==> src/rtl/pulse_decoder16.sv <==
// pulse_decoder16: sequential 4-to-16 decoder.
// Each accepted code drives its one-hot bit on dout for HOLD cycles, then
// dout stays low for GAP cycles before the next code can be accepted.
module pulse_decoder16 #(
  parameter int unsigned HOLD = 4,
  parameter int unsigned GAP  = 1
) (
  input  logic        clk,
  input  logic        rst_n,
  input  logic        en,
  input  logic [3:0]  code_in,
  input  logic        code_valid,
  output logic        code_ready,
  output logic [15:0] dout,
  output logic        active,
  output logic        done
);

  localparam int unsigned CODE_W = 4;
  localparam int unsigned OUT_W  = 16;
  localparam int unsigned CNT_W  = 8;

  // Counter reload values; both phases count down to zero inclusive.
  localparam logic [CNT_W-1:0] HOLD_LOAD = CNT_W'(HOLD - 1);
  localparam logic [CNT_W-1:0] GAP_LOAD  = (GAP == 0) ? '0 : CNT_W'(GAP - 1);

  // Reject illegal phase lengths at elaboration.
  if (HOLD < 1 || HOLD > 255) begin : g_bad_hold
    $error("pulse_decoder16: HOLD must be in 1..255");
  end
  if (GAP > 255) begin : g_bad_gap
    $error("pulse_decoder16: GAP must be in 0..255");
  end

  typedef enum logic [1:0] {
    S_IDLE  = 2'd0,
    S_DRIVE = 2'd1,
    S_GAP   = 2'd2
  } state_t;

  state_t              state_q, state_d;
  logic [CNT_W-1:0]    cnt_q, cnt_d;
  logic [CODE_W-1:0]   code_q, code_d;
  logic [OUT_W-1:0]    dout_d;
  logic                active_d;
  logic                done_d;

  // State, counter, latched code and registered outputs.
  always_ff @(posedge clk or negedge rst_n) begin
    if (!rst_n) begin
      state_q <= S_IDLE;
      cnt_q   <= '0;
      code_q  <= '0;
      dout    <= '0;
      active  <= 1'b0;
      done    <= 1'b0;
    end else begin
      state_q <= state_d;
      cnt_q   <= cnt_d;
      code_q  <= code_d;
      dout    <= dout_d;
      active  <= active_d;
      done    <= done_d;
    end
  end

  // Next-state, counter and next-output logic; outputs default to idle.
  always_comb begin
    state_d    = state_q;
    cnt_d      = cnt_q;
    code_d     = code_q;
    dout_d     = '0;
    active_d   = 1'b0;
    done_d     = 1'b0;
    code_ready = (state_q == S_IDLE) && en;

    case (state_q)
      S_IDLE: begin
        if (code_valid && code_ready) begin
          state_d  = S_DRIVE;
          code_d   = code_in;
          cnt_d    = HOLD_LOAD;
          dout_d   = OUT_W'(1) << code_in;
          active_d = 1'b1;
        end
      end

      S_DRIVE: begin
        if (!en) begin
          // Abort: straight back to idle, no completion pulse.
          state_d = S_IDLE;
          cnt_d   = '0;
        end else if (cnt_q == '0) begin
          done_d  = 1'b1;
          cnt_d   = GAP_LOAD;
          state_d = (GAP == 0) ? S_IDLE : S_GAP;
        end else begin
          cnt_d    = cnt_q - CNT_W'(1);
          dout_d   = OUT_W'(1) << code_q;
          active_d = 1'b1;
        end
      end

      S_GAP: begin
        if (!en || cnt_q == '0) begin
          state_d = S_IDLE;
          cnt_d   = '0;
        end else begin
          cnt_d = cnt_q - CNT_W'(1);
        end
      end

      default: begin
        state_d = S_IDLE;
        cnt_d   = '0;
      end
    endcase
  end

endmodule

==> config.mk <==
export PLATFORM = sky130hd
export DESIGN_NAME = pulse_decoder16
export DESIGN_NICKNAME = d
export VERILOG_FILES = /design/src/rtl/pulse_decoder16.sv
export SDC_FILE = /design/constraint.sdc
export NUM_CORES = 1
export LEC_CHECK = 0
export ABC_AREA = 0
export ABC_CLOCK_PERIOD_IN_PS = 1300
export BUFFER_PORTS_ARGS = -buffer_cell sky130_fd_sc_hd__buf_2
export CELL_PAD_IN_SITES_DETAIL_PLACEMENT = 1
export CELL_PAD_IN_SITES_GLOBAL_PLACEMENT = 1
export CORE_UTILIZATION = 38
export CTS_CLUSTER_SIZE = 16
export DETAILED_ROUTE_END_ITERATION = 7
export GPL_TIMING_DRIVEN = 0
export PLACE_DENSITY_LB_ADDON = 0.1
export SLEW_MARGIN = 10
export SYNTH_ARGS = -nofsm -noshare
export SYNTH_HDL_FRONTEND = slang
export SYNTH_SLANG_ARGS = --single-unit
export TNS_END_PERCENT = 10
==> constraint.sdc <==
create_clock -name clk -period 1.3 [get_ports clk]
set_input_delay 0.13 -clock clk [delete_from_list [all_inputs] [get_ports clk]]
set_output_delay 0.13 -clock clk [all_outputs]
set_load 0.02 [all_outputs]
# ---- After elaboration in Yosys (flattened, before gate mapping)
# Cells that the tools add are included.
dict set report classes {
  n_addsub 1
  eq_ne 5
  shifts 2
  muxes 21
  n_reduce_logical 8
}
# op count
set ops {}
lappend ops {{16-bit 2-to-1 mux} 3}
lappend ops {{8-bit 2-to-1 mux} 4}
lappend ops {{16-bit case mux with 2 select lines} 1}
lappend ops {{1-bit by 4-bit << shifter with 16-bit output (first input constant)} 2}
lappend ops {{8-bit case mux with 3 select lines} 1}
lappend ops {{8-bit logical NOT} 1}
lappend ops {{2-bit 2-to-1 mux} 4}
lappend ops {{8-bit by 1-bit subtractor with 8-bit output (second input constant)} 1}
lappend ops {{1-bit 2-to-1 mux} 6}
lappend ops {{2-bit case mux with 3 select lines} 1}
lappend ops {{3-bit inequality test (second input constant)} 1}
lappend ops {{3-bit AND reduction} 1}
lappend ops {{2-bit by 1-bit == test with 1-bit output (second input constant)} 1}
lappend ops {{2-bit == test (second input constant)} 1}
lappend ops {{1-bit logical AND} 2}
lappend ops {{2-bit logical NOT} 1}
lappend ops {{2-bit by 1-bit inequality test with 1-bit output (second input constant)} 1}
lappend ops {{2-bit inequality test (second input constant)} 1}
lappend ops {{1-bit case mux with 2 select lines} 1}
lappend ops {{2-bit AND reduction} 1}
lappend ops {{1-bit logical NOT} 1}
lappend ops {{1-bit logical OR} 1}
dict set report word_totals {
  reg_bits 32
  inputBits 8
  out_inout_bits 19
  elab_cells 43
}

# ---- Longest topological paths before layout
# Gate-level depths: netlist of run 1.
dict set report depth {
  word_depth 5
  depth_mapped 5
  ltp_nobuf 5
}

# ---- Worst setup path before layout of run 1
# No wires, ideal clock.
dict set report synth_path {
  path_type {register -> register}
  start {reg cnt_q[2]}
  end {reg cnt_q[0]}
  setup_time_ps 131
  arrival_time_ps 1297
  required_ps 1169
  path_slack_ps -129
  path_stages_with_launch 5
  path_buffers 0
  period_less_slack_ps 1429
  cell_sequence {dfrtp_1 nor4_4 a31oi_2 a221oi_2 o31ai_1}
}
dict set report synth_via {
  elab_chain_cells 4
  elab_cells_between_ends 6
  cone_classes {mux (4); reduce/logical (2)}
}
# element line_no
set synth_rtl {}
lappend synth_rtl {{from (decl)} 42} ;# logic [CNT_W-1:0] cnt_q, cnt_d;
lappend synth_rtl {{from (signal assigned)} 59} ;# cnt_q <= cnt_d;
lappend synth_rtl {{8-bit logical NOT (*)} {93, 105}}
lappend synth_rtl {{8-bit 2-to-1 mux or 1-bit logical OR (tied branches)} {93, 105}}
lappend synth_rtl {{8-bit 2-to-1 mux (on tied branches)} {89, 105}}
lappend synth_rtl {{8-bit case mux with 3 select lines (*)} 77} ;# case (state_q)
# Every way passes the cells marked *; elsewhere a longest branch is shown, timed or not.
# A chain may end at the register's enable or synchronous reset.

# ---- Worst setup path in the final report of run 1
dict set report layout_path {
  start {reg cnt_q[4]}
  end {reg dout[11]}
}
dict set report layout_via {
  elab_chain_cells 4
}
# element line_no
set layout_rtl {}
lappend layout_rtl {{8-bit logical NOT} 93} ;# end else if (cnt_q == '0) begin
lappend layout_rtl {{16-bit 2-to-1 mux} 93}
lappend layout_rtl {{16-bit 2-to-1 mux} 89} ;# if (!en) begin
lappend layout_rtl {{16-bit case mux with 2 select lines} 77}
lappend layout_rtl {{net dout_d[11]} 44} ;# logic [OUT_W-1:0] dout_d;
lappend layout_rtl {{to (signal assigned)} 61} ;# dout <= dout_d;
lappend layout_rtl {{to (decl)} 14} ;# output logic [15:0] dout,
# The timed path passes the listed nets, and every way through them passes these cells.

==> results.cfg, run 1 <==
[hold_path]
hold_path_startpoint = code_in[2]
hold_class = in -> reg

[place]
dpl_worst_slack_ns = -0.357
port-buffer-count = 26
gp_congestion = 0.775
placedCellCount = 209
placedInstanceArea_um2 = 1640
dp_hpwl_um = 2590

[synth]
share_of_the_synthesized_area_in_the_top_cell_type_pct = 55.5
yosys_most_used_dff = dfrtp_1
leading_cell_types_by_total_area_after_synthesis = dfrtp_1 (56%), o22ai_1 (5.2%), nor2_1 (3.6%)
synth_largest_area_cell = dfrtp_1
yosysMostFrequentCell = dfrtp_1
syn_inst = 135
synth_edf_count = 0
synthesized_netlist_net_count = 145
postSynth.asyncResetShare_pct = 100
synth_sequential_area_ratio_pct = 55.5
yosysWarningCount = 0
synth.cell_area_um2 = 1440
syn_area_per_cell_um2 = 10.7
synth_commonest_cells = dfrtp_1 (32), nor2_1 (14), nand2_1 (13), o22ai_1 (12), nand3_1 (9)
yosysUniqueCellTypes = 38
postSynthRegisterBits = 32

[critical_path]
critPathMaxFanout = 6
crit_type = reg -> reg
critical_path.n_buffers_inverters = 1
critical-path-top-delay-family = simple AND/OR/NAND/NOR gates
crit_path_cell_trace = nor4_4 > buf_4 > a31oi_4 > nand3b_1 > o22ai_1
crit_path_max_incr_delay_ns = 0.42
cp.required_ns = 1.46
cp.arrival_ns = 1.70
crit-reg2reg-launch = cnt_q[4]$_DFFE_PN0N_
worst_setup_path_start_kind = flip-flop
worstSetupStartpoint = cnt_q[4]$_DFFE_PN0N_
worst_path_max_delay_cell = dfrtp_2
crit_path_end_kind = flip-flop

[route]
ant_nets_after_route = 0
dr_total_vias = 1204
drtIter0Drc = 65
post-route-drc-count = 0
avgRoutedWirePerCell_um = 16.2
routed_wl_um = 3660
drtPass1Iterations = 4
drt-vias-per-instance = 5.35

[timing]
post-route-period-util_pct = 119
maxClockFrequency_mhz = 648
grt_setup_unrepaired = yes
hold_violations = 0
finalHoldWorstSlack_ns = 0.104
total_setup_violations_reported_at_the_end_of_the_flow = 28
post_route_skew_ns = 0.00590
max-slew-margin-rel_pct = 51.4
post-route-min-period_ns = 1.54
finalMaxSlewViolations = 0
setup_total_negative_slack_ns = -4.75
max_slew.worst_pin.slew_ns = 0.728
layout_setup_ws_ns = -0.244

[cts]
numCtsBuffers = 5
h_tree_levels = 2
cts.path.max_buffers = 2
clk_pin_slew_worst_paths_ns = 0.06
cts_root_buffer = clkbuf_8
tritoncts = done
clock_latency_ns = 0.28
clock-sinks = 32

[pwr]
worst_supply_voltage_drop_on_vdd_uv = 860
power.share.switching_pct = 38.5
pwr_density_cell_nw_per_um2 = 2100
pwr-share-seq_pct = 35.6
power.internal_mw = 2.44
final_total_pwr_mw = 3.98
p_switching_mw = 1.53
clockPowerShare_pct = 20.5
power.combinational.fraction_pct = 43.9
power.leakage_nw = 0.894

[outcome]
status = finished with violations
failed_checks = setup timing

[floorplan]
die-area_um2 = 4050
die_span_in_x_um = 63.6
initial_utilization_pct = 39.4
std_cell_rows = 22
io_pins = 27
die-height_um = 63.6
placeableCoreArea_um2 = 3660

[layout]
final_layout_size_suffix_gt1_share_pct = 36.7
fillers = 405
area.growth.synth_to_final_pct = 31.2
n_antenna_cell = 0
instances_no_fill = 225
final_cell_area_um2 = 1890
finalCoreUtilization_pct = 51.7
final_net_count = 187

[global_route]
grt_max_degree = 33
antenna_found_initial = 0
gr-usage-all-layers_pct = 20.5
globalRouteOverflowTotal = 0
grt_first_pass_wirelength_um = 6240
via_count_of_the_first_global_routing_pass = 1233

[job]
cap_violations = 0
-- sequential cells by signal, indices dropped and copies added (netlist names) --
name and count:
state_q 2, code_q 4, dout 16, done 1, cnt_q 8, active 1
-- repair_timing --
action	CTS	global route
resized for setup	15	4
endpoints found under the setup margin	29	29
buffers inserted	7	1
pin swaps	11	8
endpoints found under the hold margin	32	0
hold buffers	1	0
gates cloned	0	0
-- layout by cell type, fill, tap and decap left out, types with 3 or more instances in the layout --
cell,n
dfrtp_1,29
xor2_1,5
dfrtp_2,3
o32ai_1,3
buf_4,11
nand2b_1,4
o22ai_1,9
buf_2,26
clkbuf_8,7
nand2_1,12
nand3_1,8
inv_1,5
o22ai_2,3
nor2_1,14
-- cells by family after synthesis --
logic type | count (synthesis) | synth area share [%]
and+or+nand+nor | 56 | 21.1
DFF | 32 | 55.5
AOI/OAI and AO/OA | 29 | 14.6
buffers and inverters | 9 | 2.78
xor gates and xnor gates | 6 | 3.64
adders and majority gates | 2 | 1.73
muxes | 1 | 0.694
-- layer usage --
layer | part of all wire [%] | track usage [%] | up-vias
met2 | 50 | 33.4 | 25
met4 | 1.3 | 6.82 | 0
met5 | 0 | 0 | -
li1 | - | - | 574
met3 | 3.3 | 4.53 | 6
met1 | 46 | 26.6 | 599
-- layout make-up --
cell class / instances / area, µm² / share of cell area (%)
Tap cell: 48 / 60.1 / 3.17
Inverter: 6 / 22.5 / 1.19
Timing Repair Buffer: 35 / 203 / 10.7
Clock buffer: 7 / 96.3 / 5.09
Sequential cell: 32 / 805 / 42.5
Multi-Input combinational cell: 94 / 687 / 36.3
Buffer: 3 / 20.0 / 1.06
-- worst paths after layout --
kind | to | slack [ns] | depth (start not counted)
max in group asynchronous | cnt_q[0]$_DFFE_PN0N_ | 0.34 | 2
hold reg to reg | code_q[3]$_DFFE_PN0P_ | 0.56 | 2
hold / removal | code_q[2]$_DFFE_PN0P_ | 0.10 | 3
setup reg to reg | dout[11]$_DFF_PN0_ | -0.24 | 5
setup / recovery | dout[11]$_DFF_PN0_ | -0.24 | 5
min in group asynchronous | cnt_q[5]$_DFFE_PN0N_ | 0.45 | 2
-- worst min-delay path: cells and delay by family --
kind | cells | cell delay, ns
AND/OR/NAND/NOR | 2 | 0.11
buffers and inverters | 1 | 0.12
-- power groups by stage --
stage | clock, mW | combinational, mW | sequential, mW
2_1_floorplan | 0 | 0.942 | 1.47
3_3_place_gp | 0 | 1.25 | 1.46
3_5_place_dp | 0 | 1.31 | 1.48
4_1_cts | 0.837 | 1.69 | 1.42
5_1_grt | 0.872 | 1.93 | 1.44
6_report | 0.815 | 1.74 | 1.42
No activity file was read; power rests on OpenSTA's default activity.
==> inputs of run 2 (changes only) <==
--- a/config.mk
+++ b/config.mk
@@ -6,11 +6,11 @@
 export NUM_CORES = 1
 export LEC_CHECK = 0
 export ABC_AREA = 0
-export ABC_CLOCK_PERIOD_IN_PS = 1300
+export ABC_CLOCK_PERIOD_IN_PS = 1840
 export BUFFER_PORTS_ARGS = -buffer_cell sky130_fd_sc_hd__buf_2
 export CELL_PAD_IN_SITES_DETAIL_PLACEMENT = 1
 export CELL_PAD_IN_SITES_GLOBAL_PLACEMENT = 1
-export CORE_UTILIZATION = 38
+export CORE_UTILIZATION = 45
 export CTS_CLUSTER_SIZE = 16
 export DETAILED_ROUTE_END_ITERATION = 7
 export GPL_TIMING_DRIVEN = 0
==> constraint.sdc (replaced) <==
create_clock -name clk -period 1.84 [get_ports clk]
set_input_delay 0.184 -clock clk [delete_from_list [all_inputs] [get_ports clk]]
set_output_delay 0.184 -clock clk [all_outputs]
set_load 0.02 [all_outputs]
==> run 2 against run 1 <==
Effect of this change:
- the flow now finishes without violations
- critical path depth down 1
- utilization rose by 4.8 points
- wire length down 5.1%
- largest cell class unchanged
==> results.cfg, run 2 (synthesized netlist as in run 1, its figures left out) <==
[floorplan]
die-area_um2 = 3440
io_pins = 27
std_cell_rows = 20
placeableCoreArea_um2 = 3050
initial_utilization_pct = 47.3
die_span_in_x_um = 58.6
die-height_um = 58.6

[timing]
setup_total_negative_slack_ns = 0
max_slew.worst_pin.slew_ns = 0.732
total_setup_violations_reported_at_the_end_of_the_flow = 0
finalMaxSlewViolations = 0
grt_setup_unrepaired = no
post-route-period-util_pct = 91.2
hold_violations = 0
maxClockFrequency_mhz = 596
post-route-min-period_ns = 1.68
post_route_skew_ns = 0.0114
max-slew-margin-rel_pct = 51.2

[layout]
area.growth.synth_to_final_pct = 19.7
reg_top3 = dout: 16 flops, cnt_q: 8 flops, code_q: 4 flops
fillers = 361
final_common_cell = dfrtp_1
final_net_count = 179
multi_input_comb_area_um2 = 611
n_antenna_cell = 0
final_layout_size_suffix_gt1_share_pct = 25.3
largest_reg_flops = 16
final_cell_area_um2 = 1730
layout.cells.most_common_list = dfrtp_1 (32), buf_2 (28), nor2_1 (14), nand2_1 (13), o22ai_1 (12)
registers.top_by_ff_count = dout
sequential_cell_area_um2 = 801

[pwr]
pwr_density_cell_nw_per_um2 = 1450
power.leakage_nw = 0.841
worst_supply_voltage_drop_on_vdd_uv = 709
final_total_pwr_mw = 2.51

[route]
avgRoutedWirePerCell_um = 16.2
drt-vias-per-instance = 5.54
drtIter0Drc = 27
drtPass1Iterations = 5
ant_nets_after_route = 0
post-route-drc-count = 0
routed_wl_um = 3470
dr_total_vias = 1186

[global_route]
antenna_found_initial = 0
grt_first_pass_wirelength_um = 5700
grt_max_degree = 33
gr-usage-all-layers_pct = 23.2
globalRouteOverflowTotal = 0
via_count_of_the_first_global_routing_pass = 1163

[critical_path]
worst_setup_path_start_kind = flip-flop
crit_path_max_incr_delay_ns = 0.47
critPathMaxFanout = 4
cp.required_ns = 2.06
crit_type = reg -> reg
worst_path_max_delay_cell = dfrtp_1
regToRegSetupSlack_ns = 0.16
cp.arrival_ns = 1.90
crit_path_end_kind = flip-flop
crit_path_cell_trace = nor4_4 > nand3_1 > nand4_1 > o32ai_1

[cts]
clock_latency_ns = 0.35
numCtsBuffers = 5
cts_root_buffer = clkbuf_4
tritoncts = done
cts.path.max_buffers = 2
clock-sinks = 32
clk_pin_slew_worst_paths_ns = 0.10
h_tree_levels = 2

[place]
gp_congestion = 0.824
dp_hpwl_um = 2540
placedInstanceArea_um2 = 1630
port-buffer-count = 26

[hold_path]
hold_class = in -> reg

[outcome]
status = complete, no violations

[job]
cap_violations = 0
[run 2: final cells by class]
class | instances | share of cell area (%)
buffer | 3 | 1.01
tap | 44 | 3.19
sequential | 32 | 46.4
timing repair buffer | 27 | 8.12
clock inverter | 3 | 2.46
clock buffer | 5 | 2.17
multi-input combinational | 94 | 35.4
inverter | 6 | 1.30
[run 2: path summary, 6_finish.rpt]
check,from,to,depth (start not counted)
setup reg to reg,cnt_q[2]$_DFFE_PN0N_,dout[1]$_DFF_PN0_,4
hold reg to reg,cnt_q[7]$_DFFE_PN0N_,cnt_q[7]$_DFFE_PN0N_,2
max in group asynchronous,rst_n,code_q[1]$_DFFE_PN0P_,2
setup / recovery,cnt_q[2]$_DFFE_PN0N_,dout[1]$_DFF_PN0_,4
min in group asynchronous,rst_n,cnt_q[1]$_DFFE_PN0N_,2
hold / removal,code_in[2],code_q[2]$_DFFE_PN0P_,3
[run 2: worst max-delay path: cells and delay by family, from the launching register on]
| family | cells | cell delay (ns) |
|---|---|---|
| simple gates | 3 | 0.99 |
| compound gates | 1 | 0.11 |
| flops | 1 | 0.47 |
[run 2: through the flow]
step	worst slack (ns)	hold slack, ns	std cells	utilization (%)
after floorplan	0.411	-0.112	135	-
after global placement	0.251	0.256	205	53.3
after detailed placement	0.173	0.275	205	53.3
after CTS	0.141	0.0796	214	56.3
after global routing	0.0336	0.103	214	56.6
final	0.162	0.101	214	56.6
[run 2: report_power, final]
part,switching [mW],internal [mW],total (mW)
Combinational,0.588,0.351,0.938
Clock,0.259,0.283,0.541
Sequential,0.168,0.859,1.03
Total,1.01,1.49,2.51
[run 2: repair_timing]
item / 4_1_cts / 5_1_grt
hold buffers: 1 / 0
setup buffers: 0 / 0
setup endpoints to repair: 0 / 2
endpoints found under the hold margin: 32 / 0
gates resized for setup: 0 / 1
[run 2: routing by layer]
layer  track usage [%]  part of all wire [%]  vias up
met4              11.9                   2.1        0
li1                  -                     -      559
met5                 0                     0        -
met3              7.91                   5.0        8
met1              29.8                    46      588
met2              34.8                    47       31
==> inputs of run 3 (changes only) <==
--- a/config.mk
+++ b/config.mk
@@ -6,7 +6,7 @@
 export NUM_CORES = 1
 export LEC_CHECK = 0
 export ABC_AREA = 0
-export ABC_CLOCK_PERIOD_IN_PS = 1840
+export ABC_CLOCK_PERIOD_IN_PS = 1950
 export BUFFER_PORTS_ARGS = -buffer_cell sky130_fd_sc_hd__buf_2
 export CELL_PAD_IN_SITES_DETAIL_PLACEMENT = 1
 export CELL_PAD_IN_SITES_GLOBAL_PLACEMENT = 1
==> constraint.sdc (replaced) <==
create_clock -name clk -period 1.95 [get_ports clk]
set_input_delay 0.0975 -clock clk [delete_from_list [all_inputs] [get_ports clk]]
set_output_delay 0.0975 -clock clk [all_outputs]
set_load 0.02 [all_outputs]
==> run 3 against run 2 <==
Effect of this change:
- critical path depth grew 1
- final cell count grew 0.47%
- die area is the same
- utilization is essentially flat
- highest routed layer unchanged
- largest cell class unchanged
- critical endpoint is now dout[11]$_DFF_PN0_
- critical path type unchanged
- maximum frequency shrank 1.5%
==> results.cfg, run 3 (synthesized netlist as in run 1, its figures left out) <==
[outcome]
status = complete, no violations

[pwr]
power.leakage_nw = 0.844
clockPowerShare_pct = 21.8
pwr_density_cell_nw_per_um2 = 1350
p_switching_uw = 936
power.internal_mw = 1.40
pwr-share-seq_pct = 41.4
power.share.switching_pct = 40.0
final_total_pwr_mw = 2.34
power.combinational.fraction_pct = 36.8
worst_supply_voltage_drop_on_vdd_uv = 659

[critical_path]
crit-reg2reg-launch = cnt_q[0]$_DFFE_PN0N_
crit_path_cell_trace = inv_1 > ha_1 > a31oi_2 > nand3b_1 > o22ai_1
reg2reg_depth = 5
crit_path_max_incr_delay_ns = 0.48
worst_setup_path_start_kind = flip-flop
worst_setup_path_endpoint = dout[11]$_DFF_PN0_
worstSetupStartpoint = cnt_q[0]$_DFFE_PN0N_
crit_type = reg -> reg
cp.required_ns = 2.21
critPathMaxFanout = 6
regToRegSetupSlack_ns = 0.25
r2r-end = dout[11]$_DFF_PN0_
cp.arrival_ns = 1.96
worst_path_max_delay_cell = dfrtp_1
critical_path.n_buffers_inverters = 1
cp_num_cells = 5
crit_path_end_kind = flip-flop
critical-path-top-delay-family = compound AO/OA/AOI/OAI gates

[floorplan]
die-height_um = 58.6
initial_utilization_pct = 47.3
placeableCoreArea_um2 = 3050
die-area_um2 = 3440
io_pins = 27
std_cell_rows = 20
die_span_in_x_um = 58.6

[global_route]
grt_first_pass_wirelength_um = 5730
globalRouteOverflowTotal = 0
antenna_found_initial = 0
grt_max_degree = 33
via_count_of_the_first_global_routing_pass = 1170
gr-usage-all-layers_pct = 23.3

[cts]
postCtsSetupRepairBufs = 0
cts_root_buffer = clkbuf_4
clock-sinks = 32
h_tree_levels = 2
clk_pin_slew_worst_paths_ns = 0.10
clock_latency_ns = 0.35
tritoncts = done
numCtsBuffers = 5
cts.path.max_buffers = 2

[route]
avgRoutedWirePerCell_um = 16.2
ant_nets_after_route = 0
drtPass1Iterations = 5
drtIter0Drc = 30
post-route-drc-count = 0
routed_wl_um = 3480
drt-vias-per-instance = 5.48
dr_total_vias = 1178

[timing]
maxClockFrequency_mhz = 587
post-route-min-period_ns = 1.70
max_slew.worst_pin.slew_ns = 0.732
max-slew-margin-rel_pct = 51.2
layout_setup_ws_ns = 0.247
total_setup_violations_reported_at_the_end_of_the_flow = 0
grt_setup_unrepaired = no
setup_total_negative_slack_ns = 0
post_route_skew_ns = 0.0118
hold_violations = 0
finalMaxSlewViolations = 0
post-route-period-util_pct = 87.3

[hold_path]
timing.hold.worst_path_depth = 3
hold_class = in -> reg

[place]
port-buffer-count = 26
placedInstanceArea_um2 = 1630
gp_congestion = 0.824
dp_hpwl_um = 2540
dpl_worst_slack_ns = 0.283
placedCellCount = 205

[layout]
fillers = 361
final_cell_area_um2 = 1730
registers.top_by_ff_count = dout
final_layout_size_suffix_gt1_share_pct = 25.1
area.growth.synth_to_final_pct = 19.8
final_common_cell = dfrtp_1
sequential_cell_area_um2 = 801
final_net_count = 180
largest_reg_flops = 16
multi_input_comb_area_um2 = 602
n_antenna_cell = 0
instances_no_fill = 215
layout.cells.most_common_list = dfrtp_1 (32), buf_2 (28), nor2_1 (14), nand2_1 (13), o22ai_1 (12)
reg_top3 = dout: 16 flops, cnt_q: 8 flops, code_q: 4 flops

[job]
cap_violations = 0
==> run 3: changes by cell type in the layout (fill, tap and decap cells not counted), sizes merged <==
cell,previous run,this run
dlygate4sd3,1,2
==> run 3: area by class of cell <==
| cell class | instances | share of cell area (%) |
|---|---|---|
| Clock buffer | 5 | 2.17 |
| Sequential cell | 32 | 46.3 |
| Buffer | 3 | 1.01 |
| Timing Repair Buffer | 28 | 8.69 |
| Inverter | 6 | 1.30 |
| Tap cell | 44 | 3.19 |
| Clock inverter | 3 | 2.46 |
| Multi-Input combinational cell | 94 | 34.8 |
==> run 3: layer usage <==
layer,wire length [µm],GRT usage (%)
met3,168,7.91
met4,73,11.9
met1,1590,30.1
met2,1650,35.0
met5,0,0
==> run 3: how the worst min path moves through the flow <==
stage	startpoint	to	slack, ns
after floorplan	rst_n	active$_DFF_PN0_	-0.20
after global routing	code_in[0]	code_q[0]$_DFFE_PN0P_	0.02
final	code_in[1]	code_q[1]$_DFFE_PN0P_	0.02
after CTS	code_in[3]	code_q[3]$_DFFE_PN0P_	0.0005
after global placement	rst_n	cnt_q[7]$_DFFE_PN0N_	0.17
after detailed placement	rst_n	cnt_q[7]$_DFFE_PN0N_	0.19
==> run 3: through the flow <==
step | hold WS [ns] | util [%]
global placement | 0.170 | 53.3
floorplan | -0.198 | -
finish | 0.0208 | 56.6
detailed placement | 0.188 | 53.3
global route | 0.0163 | 56.6
CTS | 0.000545 | 56.6
==> run 3: timing repair <==
item / CTS / global route
resized for setup: 0 / 0
endpoints found under the setup margin: 0 / 0
endpoints found under the hold margin: 33 / 0
hold buffers: 2 / 0
==> run 3: power by group through the flow <==
stage | Combinational [mW] | Sequential, mW | Clock (mW)
6_report | 0.861 | 0.969 | 0.510
3_3_place_gp | 0.797 | 0.966 | 0
4_1_cts | 0.862 | 0.969 | 0.523
5_1_grt | 0.967 | 0.988 | 0.541
2_1_floorplan | 0.602 | 0.980 | 0
3_5_place_dp | 0.846 | 0.981 | 0
==> run 3: worst reg2reg max path: cells and delay by family, from the launching register on <==
| kind | cells | cell delay [ns] |
|---|---|---|
| simple gates | 1 | 0.24 |
| fa+ha+maj | 1 | 0.24 |
| buf+inv | 1 | 0.11 |
| compound gates | 2 | 0.56 |
| flops | 1 | 0.48 |
